**config.mk**
```make
export PLATFORM = sky130hd
export DESIGN_NAME = alu_issue_stage
export DESIGN_NICKNAME = d
export VERILOG_FILES = /design/src/rtl/alu_issue_stage.sv
export SDC_FILE = /design/constraint.sdc
export NUM_CORES = 1
export LEC_CHECK = 0
export CAP_MARGIN = 20
export CORE_AREA = 2 2 131 133
export CTS_CLUSTER_SIZE = 40
export DETAILED_ROUTE_END_ITERATION = 7
export DIE_AREA = 0 0 133 135
export PLACE_DENSITY = 0.76
export RECOVER_POWER = 50
export SYNTH_ARGS = -nofsm -noshare
export SYNTH_HDL_FRONTEND = slang
export SYNTH_SLANG_ARGS = --single-unit
```
**constraint.sdc**
```tcl
create_clock -name clk -period 2.5 [get_ports clk]
set_clock_uncertainty 0.05 [all_clocks]
set_input_delay 0.5 -clock clk [delete_from_list [all_inputs] [get_ports clk]]
set_output_delay 0.5 -clock clk [all_outputs]
set_load 0.01 [all_outputs]
```
**src/rtl/alu_issue_stage.sv**
```systemverilog
// Execute-stage wrapper around a combinational ALU: ID/EX register with operand forwarding,
// EX/MEM output register, valid/ready on both sides. Define ALU_FWD_EN to enable forwarding.
module alu_issue_stage #(
  parameter int unsigned DATA_W     = 32,
  parameter int unsigned REG_ADDR_W = 5
) (
  input  logic                  clk,
  input  logic                  rst_n,
  input  logic                  in_valid,
  output logic                  in_ready,
  input  logic [3:0]            in_alu_sel,
  input  logic [REG_ADDR_W-1:0] in_rs1_addr,
  input  logic [REG_ADDR_W-1:0] in_rs2_addr,
  input  logic [DATA_W-1:0]     in_rs1_data,
  input  logic [DATA_W-1:0]     in_rs2_data,
  input  logic [DATA_W-1:0]     in_imm,
  input  logic                  in_use_imm,
  input  logic [REG_ADDR_W-1:0] in_rd_addr,
  input  logic                  in_rd_we,
  input  logic                  flush,
  input  logic                  fwd_mem_we,
  input  logic [REG_ADDR_W-1:0] fwd_mem_rd,
  input  logic [DATA_W-1:0]     fwd_mem_data,
  input  logic                  fwd_wb_we,
  input  logic [REG_ADDR_W-1:0] fwd_wb_rd,
  input  logic [DATA_W-1:0]     fwd_wb_data,
  output logic [3:0]            alu_sel,
  output logic [DATA_W-1:0]     alu_operand_0,
  output logic [DATA_W-1:0]     alu_operand_1,
  input  logic [DATA_W-1:0]     alu_result,
  output logic                  out_valid,
  input  logic                  out_ready,
  output logic [DATA_W-1:0]     out_result,
  output logic [REG_ADDR_W-1:0] out_rd_addr,
  output logic                  out_rd_we
);

  logic                  ex_valid_q;
  logic [3:0]            ex_alu_sel_q;
  logic [REG_ADDR_W-1:0] ex_rs1_addr_q;
  logic [REG_ADDR_W-1:0] ex_rs2_addr_q;
  logic [DATA_W-1:0]     ex_rs1_data_q;
  logic [DATA_W-1:0]     ex_rs2_data_q;
  logic [DATA_W-1:0]     ex_imm_q;
  logic                  ex_use_imm_q;
  logic [REG_ADDR_W-1:0] ex_rd_addr_q;
  logic                  ex_rd_we_q;

  logic                  out_valid_q;
  logic [DATA_W-1:0]     out_result_q;
  logic [REG_ADDR_W-1:0] out_rd_addr_q;
  logic                  out_rd_we_q;

  logic                  advance;
  logic                  accept;
  logic [DATA_W-1:0]     fwd_rs1;
  logic [DATA_W-1:0]     fwd_rs2;

  // A flushed EX entry must never reach OUT, so flush also blocks advance.
  assign advance  = ex_valid_q && (!out_valid_q || out_ready) && !flush;
  assign in_ready = !flush && (!ex_valid_q || advance);
  assign accept   = in_valid && in_ready;

`ifdef ALU_FWD_EN
  always_comb begin
    fwd_rs1 = ex_rs1_data_q;
    if (fwd_mem_we && (fwd_mem_rd == ex_rs1_addr_q) && (ex_rs1_addr_q != '0)) begin
      fwd_rs1 = fwd_mem_data;
    end else if (fwd_wb_we && (fwd_wb_rd == ex_rs1_addr_q) && (ex_rs1_addr_q != '0)) begin
      fwd_rs1 = fwd_wb_data;
    end
  end

  always_comb begin
    fwd_rs2 = ex_rs2_data_q;
    if (fwd_mem_we && (fwd_mem_rd == ex_rs2_addr_q) && (ex_rs2_addr_q != '0)) begin
      fwd_rs2 = fwd_mem_data;
    end else if (fwd_wb_we && (fwd_wb_rd == ex_rs2_addr_q) && (ex_rs2_addr_q != '0)) begin
      fwd_rs2 = fwd_wb_data;
    end
  end
`else
  // Without forwarding the hazard unit stalls instead; bypass inputs are deliberately ignored.
  logic unused_fwd;
  assign unused_fwd = ^{fwd_mem_we, fwd_mem_rd, fwd_mem_data, fwd_wb_we, fwd_wb_rd,
                        fwd_wb_data, ex_rs1_addr_q, ex_rs2_addr_q};
  assign fwd_rs1 = ex_rs1_data_q;
  assign fwd_rs2 = ex_rs2_data_q;
`endif

  assign alu_sel       = ex_alu_sel_q;
  assign alu_operand_0 = fwd_rs1;
  assign alu_operand_1 = ex_use_imm_q ? ex_imm_q : fwd_rs2;

  always_ff @(posedge clk or negedge rst_n) begin
    if (!rst_n) begin
      ex_valid_q    <= 1'b0;
      ex_alu_sel_q  <= '0;
      ex_rs1_addr_q <= '0;
      ex_rs2_addr_q <= '0;
      ex_rs1_data_q <= '0;
      ex_rs2_data_q <= '0;
      ex_imm_q      <= '0;
      ex_use_imm_q  <= 1'b0;
      ex_rd_addr_q  <= '0;
      ex_rd_we_q    <= 1'b0;
    end else if (accept) begin
      ex_valid_q    <= 1'b1;
      ex_alu_sel_q  <= in_alu_sel;
      ex_rs1_addr_q <= in_rs1_addr;
      ex_rs2_addr_q <= in_rs2_addr;
      ex_rs1_data_q <= in_rs1_data;
      ex_rs2_data_q <= in_rs2_data;
      ex_imm_q      <= in_imm;
      ex_use_imm_q  <= in_use_imm;
      ex_rd_addr_q  <= in_rd_addr;
      ex_rd_we_q    <= in_rd_we;
    end else if (advance || flush) begin
      ex_valid_q    <= 1'b0;
    end
  end

  always_ff @(posedge clk or negedge rst_n) begin
    if (!rst_n) begin
      out_valid_q   <= 1'b0;
      out_result_q  <= '0;
      out_rd_addr_q <= '0;
      out_rd_we_q   <= 1'b0;
    end else if (advance) begin
      out_valid_q   <= 1'b1;
      out_result_q  <= alu_result;
      out_rd_addr_q <= ex_rd_addr_q;
      out_rd_we_q   <= ex_rd_we_q && (ex_rd_addr_q != '0);
    end else if (out_valid_q && out_ready) begin
      out_valid_q   <= 1'b0;
    end
  end

  assign out_valid   = out_valid_q;
  assign out_result  = out_result_q;
  assign out_rd_addr = out_rd_addr_q;
  assign out_rd_we   = out_rd_we_q;

endmodule

```
==> impl_results.md <==
- Outcome: finished clean
- Crit path required time: 1.95 ns
- Seq cells post-synth: 147
- Die area: 0.0180 mm2
- RSZ-0062 raised after global routing: true
- Net Sw Frac: 25.0%
- Slew HR: 9.83%
- Vias per inst: 4.58
- Maximum fanout along the worst path: 16
- IR drop worst, VDD: 0.000422 V
- Final instance area: 0.00934 mm2
- Max Root-Sink Buffers: 2
- Final min period: 2.42 ns
- Worst slack, placed: 0.101 ns
- First-pass GRT wire length: 23,100 um
- Placeable Area: 0.0164 mm2
- Commonest cells in the netlist: dfrtp_1 (147), mux2_2 (146), mux2_4 (30)
- Cell Area, Placed: 0.00877 mm2
- Post-Route WL: 14,300 um
- Cells after Synth: 357
- DRT antenna net count: 0
- # setup viols final: 0
- Slew @ Worst Pin: 1.35 ns
- Non-filler instance count after layout: 848
- 1st-iter DRT viols: 148
- Syn_nets: 587
- Crit path launch type: flip-flop
- Initial antenna violation count: 0
- Mapped Area: 0.00597 mm2
- Worst EP arrival: 1.87 ns
- ANT cells: 0
- Clk slew on worst S/H paths: 0.06 ns
- Die Y: 135 um
- Worst Hold Class: flip-flop to flip-flop
- Internal power: 5.62 mW
- CP max stage delay: 0.50 ns
- CTS tree: yes
- Grt total ovfl: 0
- Overall routing resource usage: 16.6%
- Pin count of the biggest net entering global routing: 57
- IO Port Bufs: 251
- Setup TNS: 0 ns
- Nets@finish: 845
- Reg power frac: 40.5%
- Leak: 3.94 nW
- Root Buffer: clkbuf_16
- Largest cells by area after synthesis: dfrtp_1 (62%), mux2_2 (28%), mux2_4 (7.5%), buf_2 (0.92%), buf_6 (0.75%)
- DP Cell Count: 815
- DR vias: 3,880
- Asr flop ratio synth: 100%
- # IOs: 338
- Combinational share of power: 26.5%
- Max cap viols: 0
- Worst setup margin: 0.0806 ns
- Max Slew Vio Count: 0
- Post-CTS Setup Bufs: 0
- P_sw: 1.87 mW
- GPL Wtd Cong: 0.735
- Vias in the first global route: 4,290
- Netlist cell types: 16
- Clk_lat worst skew: 0.41 ns
- Period utilization: 96.8%
- Share of layout cells above drive strength 1: 34.2%
- Yosys warnings: 0
- Main synth FF type: dfrtp_1
- Number of flops mapped to enable cells by yosys: 0
- Die X: 133 um
- WL per Instance: 16.9 um
- Critical path capture point type: output pin
- CTS sink count: 147
- Seq/Total Area, Yosys: 61.6%
- CTS Buf Count: 17
- Mean post-synth cell area: 16.7 um2
- Final HPWL DP: 10,400 um
- Starting density of the core: 36.4%
- Setup CP Type: flip-flop to output pin
- Drt first pass iters: 4
- Most common cell in the netlist: dfrtp_1
- Cells along the critical path: buf_6, mux2_2, clkdlybuf4s50_1
- DRC violations left: 0
- Slowest cell on crit path: clkdlybuf4s50_1
- Power Total: 7.49 mW
- Top cell type's share of synthesized area: 61.6%
- # fillers: 1,278
- Pwr/cell area: 802 mW/mm2
- Depth of the CTS H-tree: 4
- Area growth syn-to-layout: 56.4%
- Max Fclk: 413 MHz
- Num rows: 47
- Cell taking the most area after synthesis: dfrtp_1
- Final hold violation count: 0
- Clock power share: 33.1%
timing repair:
item                                   4_1_cts  5_1_grt
gates resized for setup                      0        2
endpoints found under the hold margin        9        0
hold buffers                                 1        0
setup endpoints to repair                    0       25
flip-flops by register name, indices dropped and copies added, names as in the netlist:
signal	count
alu_operand_0	32
ex_imm_q	32
ex_rs2_data_q	32
out_result	32
ex_rd_addr_q	5
out_rd_addr	5
alu_sel	4
ex_rd_we_q	1
ex_use_imm_q	1
ex_valid_q	1
out_rd_we	1
out_valid	1
per-layer routing:
metal,global-route usage (%),up-vias,share of wire [%]
li1,-,1778,-
met1,20.1,1931,41
met2,26.3,156,48
met3,7.21,15,8.8
met4,6.33,0,1.6
met5,0,-,0
placed cells by master, fill, tap and decap left out:
cell type / synthesis / routed
bufinv_16: 0 / 2
or4_1: 1 / 1
mux2_2: 146 / 146
nand2b_1: 1 / 1
clkbuf_8: 0 / 1
clkinv_4: 0 / 1
buf_6: 4 / 3
clkinv_2: 0 / 1
clkinvlp_4: 0 / 5
and3b_1: 1 / 1
clkdlybuf4s50_1: 0 / 240
clkbuf_2: 0 / 2
dfrtp_1: 147 / 147
nor2_1: 3 / 3
inv_6: 0 / 2
mux2_4: 30 / 30
inv_1: 3 / 3
a21oi_4: 0 / 1
or3b_4: 0 / 1
buf_12: 0 / 3
mux2i_1: 1 / 1
o21ai_0: 2 / 2
clkbuf_1: 4 / 3
dlygate4sd3_1: 0 / 11
clkbuf_16: 0 / 17
final timing paths:
path,from,endpoint,slack [ns],cells past startpoint
setup / recovery,ex_use_imm_q,alu_operand_1[28],0.08,3
hold / removal,ex_rs2_data_q[8],ex_rs2_data_q[8],0.45,1
setup reg to reg,out_valid,out_result[16],0.54,3
hold reg to reg,ex_rs2_data_q[8],ex_rs2_data_q[8],0.45,1
max in group asynchronous,rst_n,ex_rs2_data_q[6],0.36,3
min in group asynchronous,rst_n,ex_imm_q[15],0.89,2
cells by family after synthesis:
| kind of cell | count (synthesis) | synth area share, % |
|---|---|---|
| AND/OR/NAND/NOR | 7 | 0.713 |
| flip-flops | 147 | 61.6 |
| buffers and inverters | 23 | 2.18 |
| multiplexers | 177 | 35.2 |
| AO/OA/AOI/OAI | 3 | 0.251 |
layout make-up:
| type | instances | area (um2) | area share (%) |
|---|---|---|---|
| Clock buffer | 21 | 450 | 4.82 |
| Clock inverter | 11 | 129 | 1.38 |
| Inverter | 3 | 11.3 | 0.121 |
| Multi-Input combinational cell | 187 | 2180 | 23.3 |
| Sequential cell | 147 | 3680 | 39.4 |
| Tap cell | 220 | 275 | 2.95 |
| Timing Repair Buffer | 259 | 2620 | 28.0 |
worst max-delay path, delay by kind of cell, from the launching register on:
| kind | cells | cell delay (ns) |
|---|---|---|
| DFF | 1 | 0.38 |
| buffers and inverters | 2 | 0.72 |
| muxes | 1 | 0.36 |
power by group through the flow:
| stage | registers [mW] | logic, mW | clock network (mW) |
|---|---|---|---|
| 5_1_grt | 3.09 | 2.12 | 2.67 |
| 3_3_place_gp | 3.04 | 1.98 | 0 |
| 4_1_cts | 3.03 | 2.03 | 2.56 |
| 6_report | 3.03 | 1.98 | 2.48 |
| 3_5_place_dp | 3.07 | 2.02 | 0 |
| 2_1_floorplan | 3.14 | 0.748 | 0 |
through the flow:
step | utilization, % | hold WS (ns)
6_report | 56.9 | 0.450
5_1_grt | 56.9 | 0.460
4_1_cts | 57.0 | 0.451
3_5_place_dp | 53.5 | 0.437
3_3_place_gp | 53.5 | 0.431
2_1_floorplan | - | 0.154
Note: power is estimated with default switching activity, not from simulation.
